## config.mk

```make
export PLATFORM = sky130hd
export DESIGN_NAME = de_pipeline_reg
export DESIGN_NICKNAME = d
export VERILOG_FILES = /design/src/rtl/de_pipeline_reg.sv
export SDC_FILE = /design/constraint.sdc
export NUM_CORES = 1
export LEC_CHECK = 0
export BUFFER_PORTS_ARGS = -buffer_cell sky130_fd_sc_hd__buf_2
export CAP_MARGIN = 40
export CELL_PAD_IN_SITES_DETAIL_PLACEMENT = 0
export CELL_PAD_IN_SITES_GLOBAL_PLACEMENT = 1
export CORE_MARGIN = 1
export CORE_UTILIZATION = 33
export CTS_BUF_LIST = sky130_fd_sc_hd__clkbuf_8
export DETAILED_ROUTE_END_ITERATION = 8
export GPL_TIMING_DRIVEN = 0
export PLACE_DENSITY = 0.9
export REMOVE_ABC_BUFFERS = 1
export SETUP_SLACK_MARGIN = 0.3
export SLEW_MARGIN = 0
export SYNTH_ARGS = -nofsm -noshare
export SYNTH_HDL_FRONTEND = slang
export SYNTH_SLANG_ARGS = --single-unit
```

## constraint.sdc

```tcl
create_clock -name clk -period 1.1 [get_ports clk]
set_input_delay 0.11 -clock clk [delete_from_list [all_inputs] [get_ports clk]]
set_output_delay 0.11 -clock clk [all_outputs]
set_load 0.1 [all_outputs]
```

## src/rtl/de_pipeline_reg.sv

```systemverilog
// Decode-to-execute pipeline register with bubble (NOP insert) and stall (hold) control.
// Optional bubble counter port E_bubble_cnt is built only when DE_BUBBLE_CNT_EN is defined.

`ifndef IROP
`define IROP 6'h00
`endif
`ifndef IJ
`define IJ 6'h02
`endif
`ifndef IADDI
`define IADDI 6'h08
`endif
`ifndef ILW
`define ILW 6'h23
`endif
`ifndef ISW
`define ISW 6'h2B
`endif
`ifndef RNONE
`define RNONE 5'd0
`endif

module de_pipeline_reg #(
  parameter int unsigned DW = 32
) (
  input  logic          clk,
  input  logic          reset,
  input  logic [5:0]    D_op,
  input  logic [5:0]    D_funct,
  input  logic [DW-1:0] D_valA,
  input  logic [DW-1:0] D_valB,
  input  logic [DW-1:0] D_imm,
  input  logic [DW-1:0] D_pc,
  input  logic [4:0]    D_dstE,
  input  logic [4:0]    D_dstM,
  input  logic          D_valid,
  input  logic          E_bubble,
  input  logic          E_stall,
  output logic [5:0]    E_op,
  output logic [5:0]    E_funct,
  output logic [DW-1:0] E_valA,
  output logic [DW-1:0] E_valB,
  output logic [DW-1:0] E_imm,
  output logic [DW-1:0] E_pc,
  output logic [4:0]    E_dstE,
  output logic [4:0]    E_dstM,
  output logic          E_valid
`ifdef DE_BUBBLE_CNT_EN
  ,
  output logic [31:0]   E_bubble_cnt
`endif
);

  localparam int unsigned OPW  = 6;
  localparam int unsigned REGW = 5;
  localparam int unsigned CNTW = 32;

  typedef enum logic {
    S_NOP   = 1'b0,
    S_VALID = 1'b1
  } state_e;

  typedef struct packed {
    logic [OPW-1:0]  op;
    logic [OPW-1:0]  funct;
    logic [DW-1:0]   val_a;
    logic [DW-1:0]   val_b;
    logic [DW-1:0]   imm;
    logic [DW-1:0]   pc;
    logic [REGW-1:0] dst_e;
    logic [REGW-1:0] dst_m;
  } fields_t;

  state_e  state_q, state_d;
  fields_t fields_q, fields_d;
  fields_t nop_img;

  // NOP image; only the PC differs between bubble (D_pc) and reset (zero).
  always_comb begin
    nop_img       = '0;
    nop_img.op    = `IROP;
    nop_img.dst_e = `RNONE;
    nop_img.dst_m = `RNONE;
  end

  // Priority below reset: bubble > stall > load.
  always_comb begin
    state_d  = state_q;
    fields_d = fields_q;
    if (E_bubble) begin
      fields_d    = nop_img;
      fields_d.pc = D_pc;
      state_d     = S_NOP;
    end else if (E_stall) begin
      fields_d = fields_q;
      state_d  = state_q;
    end else begin
      fields_d.op    = D_op;
      fields_d.funct = D_funct;
      fields_d.val_a = D_valA;
      fields_d.val_b = D_valB;
      fields_d.imm   = D_imm;
      fields_d.pc    = D_pc;
      // Invalid slots must never match in forwarding or load-use checks.
      fields_d.dst_e = D_valid ? D_dstE : `RNONE;
      fields_d.dst_m = D_valid ? D_dstM : `RNONE;
      state_d        = D_valid ? S_VALID : S_NOP;
    end
  end

  always_ff @(posedge clk) begin
    if (reset) begin
      state_q  <= S_NOP;
      fields_q <= nop_img;
    end else begin
      state_q  <= state_d;
      fields_q <= fields_d;
    end
  end

  assign E_op    = fields_q.op;
  assign E_funct = fields_q.funct;
  assign E_valA  = fields_q.val_a;
  assign E_valB  = fields_q.val_b;
  assign E_imm   = fields_q.imm;
  assign E_pc    = fields_q.pc;
  assign E_dstE  = fields_q.dst_e;
  assign E_dstM  = fields_q.dst_m;
  assign E_valid = (state_q == S_VALID);

`ifdef DE_BUBBLE_CNT_EN
  logic [CNTW-1:0] cnt_q, cnt_d;

  // Free-running wrap-around count of bubble cycles, stall or not.
  always_comb begin
    cnt_d = cnt_q;
    if (E_bubble) begin
      cnt_d = cnt_q + CNTW'(1);
    end
  end

  always_ff @(posedge clk) begin
    if (reset) begin
      cnt_q <= '0;
    end else begin
      cnt_q <= cnt_d;
    end
  end

  assign E_bubble_cnt = cnt_q;
`endif

endmodule

```

==> summary.txt <==
outcome: complete, but fails checks
failing checks: hold timing, setup timing
synth unique cells: 14
RSZ-0062 raised after global routing: true
Non-Filler Instances: 1228
leak pwr: 5.23 nW
port bufs: 305
Synth area leader: dfxtp_1
slew margin rel.: 73.0%
GP Congestion: 0.744
Yosys warning count: 0
clk sink count: 151
Worst EP arrival: 1.03 ns
count of nets left with antenna violations after detail routing: 0
Slew @ Worst Pin: 0.405 ns
final setup margin: -0.0366 ns
Avg Cell Area, Syn: 10.2 um2
slowest CP cell: dfxtp_2
initial antenna violation count: 0
Starting Density: 33.9%
Root Buffer: clkbuf_8
I/O pin count: 306
max frequency: 0.880 GHz
synthesized instance count: 528
Die H: 130 um
Flop pwr share: 41.5%
Int Pwr: 0.00947 W
critical-path cell list: buf_12
number of synthesized register bits: 151
Hold Slack: -0.0299 ns
largest family of logic cells by synthesized area: multiplexers
max-slew violation count: 0
WL final: 25200 um
Final Util: 74.4%
Final Hold Viols: 9
CTS tree: yes
# diodes: 0
Bufs on Longest Clock Path: 2
area fraction in compound gates after synthesis: 4.46%
clock group share of total power: 29.8%
NumNets Final: 1155
CP top delay family: flip-flops
TNS Setup: -0.290 ns
sequential-to-total area share from yosys stat: 56.2%
worst vdd ir: 0.000834 V
multi-input logic area: 2160 um2
Logic pwr share: 28.7%
Rows: 46
Worst Path Buf+Inv: 1
Die Area: 16800 um2
clock-pin transition on the worst setup and hold timing paths: 0.09 ns
post-synthesis mux area share: 20.1%
drt pass-1 iters: 4
switching power: 0.00484 W
Slowest Stage Delay on Critical Path: 0.40 ns
Worst Path Required: 0.99 ns
CP startpoint kind: flop
DP Wirelength: 9670 um
crit path capture type: output pin
area growth from synthesis to layout: 120%
placed cell count: 1015
die width: 130 um
Worst Hold Class: input pin to flop
minimum clock period: 1.14 ns
WS Path Type: flop to output pin
Synth Area in Adders: 0%
Pwr Total: 0.0143 W
Register Area: 3270 um2
final setup vio count: 30
P per Cell Area: 1210 nW/um2
Max Cap Violations: 0
share of the clock period used by the worst path: 103%
via count: 5804
Layout Skew: 0 ns
Simple-Gate Fraction of Synth Area: 13.5%
wire per inst: 20.5 um
layout cells sized above 1: 53.1%
vias per cell: 4.73
vias in the first global route: 6140
global-route usage over all layers: 26.3%
total core area: 15900 um2
pin count of the biggest net entering global routing: 66
worst reg2reg setup slack: 0.18 ns
total CTS buffers: 17
H-tree Lvls: 4
area share of the largest cell type after synthesis: 56.2%
xor and xnor area share after synthesis: 0%
Synth Cell Area: 5380 um2
first-pass GRT wire length: 32900 um
switch share: 33.8%
DRC violations left: 0
grt total ovfl: 0
Clock Latency Late Sink: 0.43 ns
worst-path fanout max: 2
top post-synthesis cells by area: dfxtp_1 56%, mux2i_1 20%, nor2_1 8.0%
Starting DRT DRC Count: 280
Fill cells: 894
## layout make-up
type	instances	share of cell area [%]
multi-input combinational	340	18.3
tap	216	2.29
clock inverter	13	1.12
sequential	151	27.6
clock buffer	18	2.09
timing repair buffer	490	48.6
## Yosys cell counts
| cell | count |
|---|---|
| buf_2 | 8 |
| clkbuf_1 | 3 |
| nor2b_1 | 2 |
| nand2b_1 | 1 |
| mux2i_1 | 108 |
| a22oi_1 | 10 |
| dfxtp_1 | 151 |
| buf_4 | 15 |
| nor2_2 | 5 |
| nor2_1 | 114 |
| or2_4 | 1 |
| nand2_1 | 64 |
| buf_6 | 13 |
| a21oi_1 | 33 |
## logic make-up after synthesis
family / count (synthesis)
flip-flops: 151
buffers and inverters: 39
multiplexers: 108
AO/OA/AOI/OAI: 43
AND/OR/NAND/NOR: 187
## power by group through the flow
stage / Sequential, W / Clock [W] / Combinational (W)
after floorplan: 0.00741 / 0 / 0.000443
after global placement: 0.00589 / 0 / 0.00269
after detailed placement: 0.00590 / 0 / 0.00269
after CTS: 0.00594 / 0.00429 / 0.00384
after global routing: 0.00595 / 0.00463 / 0.00424
final: 0.00593 / 0.00426 / 0.00411
## final timing paths
check | depth (start not counted) | to | startpoint
worst max-delay path | 1 | E_funct[2] | E_funct[2]
worst min-delay path | 2 | E_pc[28] | reset
worst max register to register | 3 | E_valB[26] | E_valB[26]
worst min register to register | 2 | E_pc[9] | E_pc[9]
## per-layer routing
metal | GRT usage (%) | part of all wire, %
met5 | 0 | 0
met4 | 13.9 | 3.7
met3 | 9.39 | 8.6
met2 | 48.8 | 53
met1 | 25.4 | 35
## sequential cells by signal, summed over array words and instances, names as in the netlist
name and flops:
E_imm 32, E_pc 32, E_valA 32, E_valB 32, E_funct 6, E_op 6, E_dstE 5, E_dstM 5
E_valid 1
## metrics by stage
| step | cell area, um2 | setup slack [ns] | hold slack, ns |
|---|---|---|---|
| floorplan | 5070 | -0.387 | 0.179 |
| global placement | 6870 | -3.79 | 0.337 |
| detailed placement | 6970 | -0.846 | 0.347 |
| CTS | 11500 | -0.0528 | 0.0442 |
| global route | 11800 | -0.0931 | -0.0378 |
| finish | 11800 | -0.0366 | -0.0299 |
## cell usage in the layout, fill, tap and decap left out
cell type	n
clkbuf_16	1
bufinv_16	2
buf_12	152
nand2b_4	1
or2_4	2
a21oi_1	32
nor2_1	112
a22oi_1	8
buf_8	2
buf_4	18
buf_16	4
mux2i_4	4
or2_2	1
mux2i_2	2
bufbuf_16	1
nand2_1	64
inv_6	2
nor2b_4	2
dfxtp_4	23
dfxtp_2	128
a21oi_2	1
clkbuf_8	18
nor2_2	7
clkinvlp_4	5
clkinv_2	2
mux2i_1	102
a22oi_2	2
dlygate4sd3_1	155
buf_6	5
inv_1	2
buf_2	152
## timing repair
action	in CTS	in global routing
pin swaps	1	11
setup endpoints to repair	302	163
hold buffers	150	5
gates resized for setup	765	44
endpoints found under the hold margin	150	2
buffers inserted	3	19
cloned	4	1
Note: power is estimated with default switching activity, not from simulation.
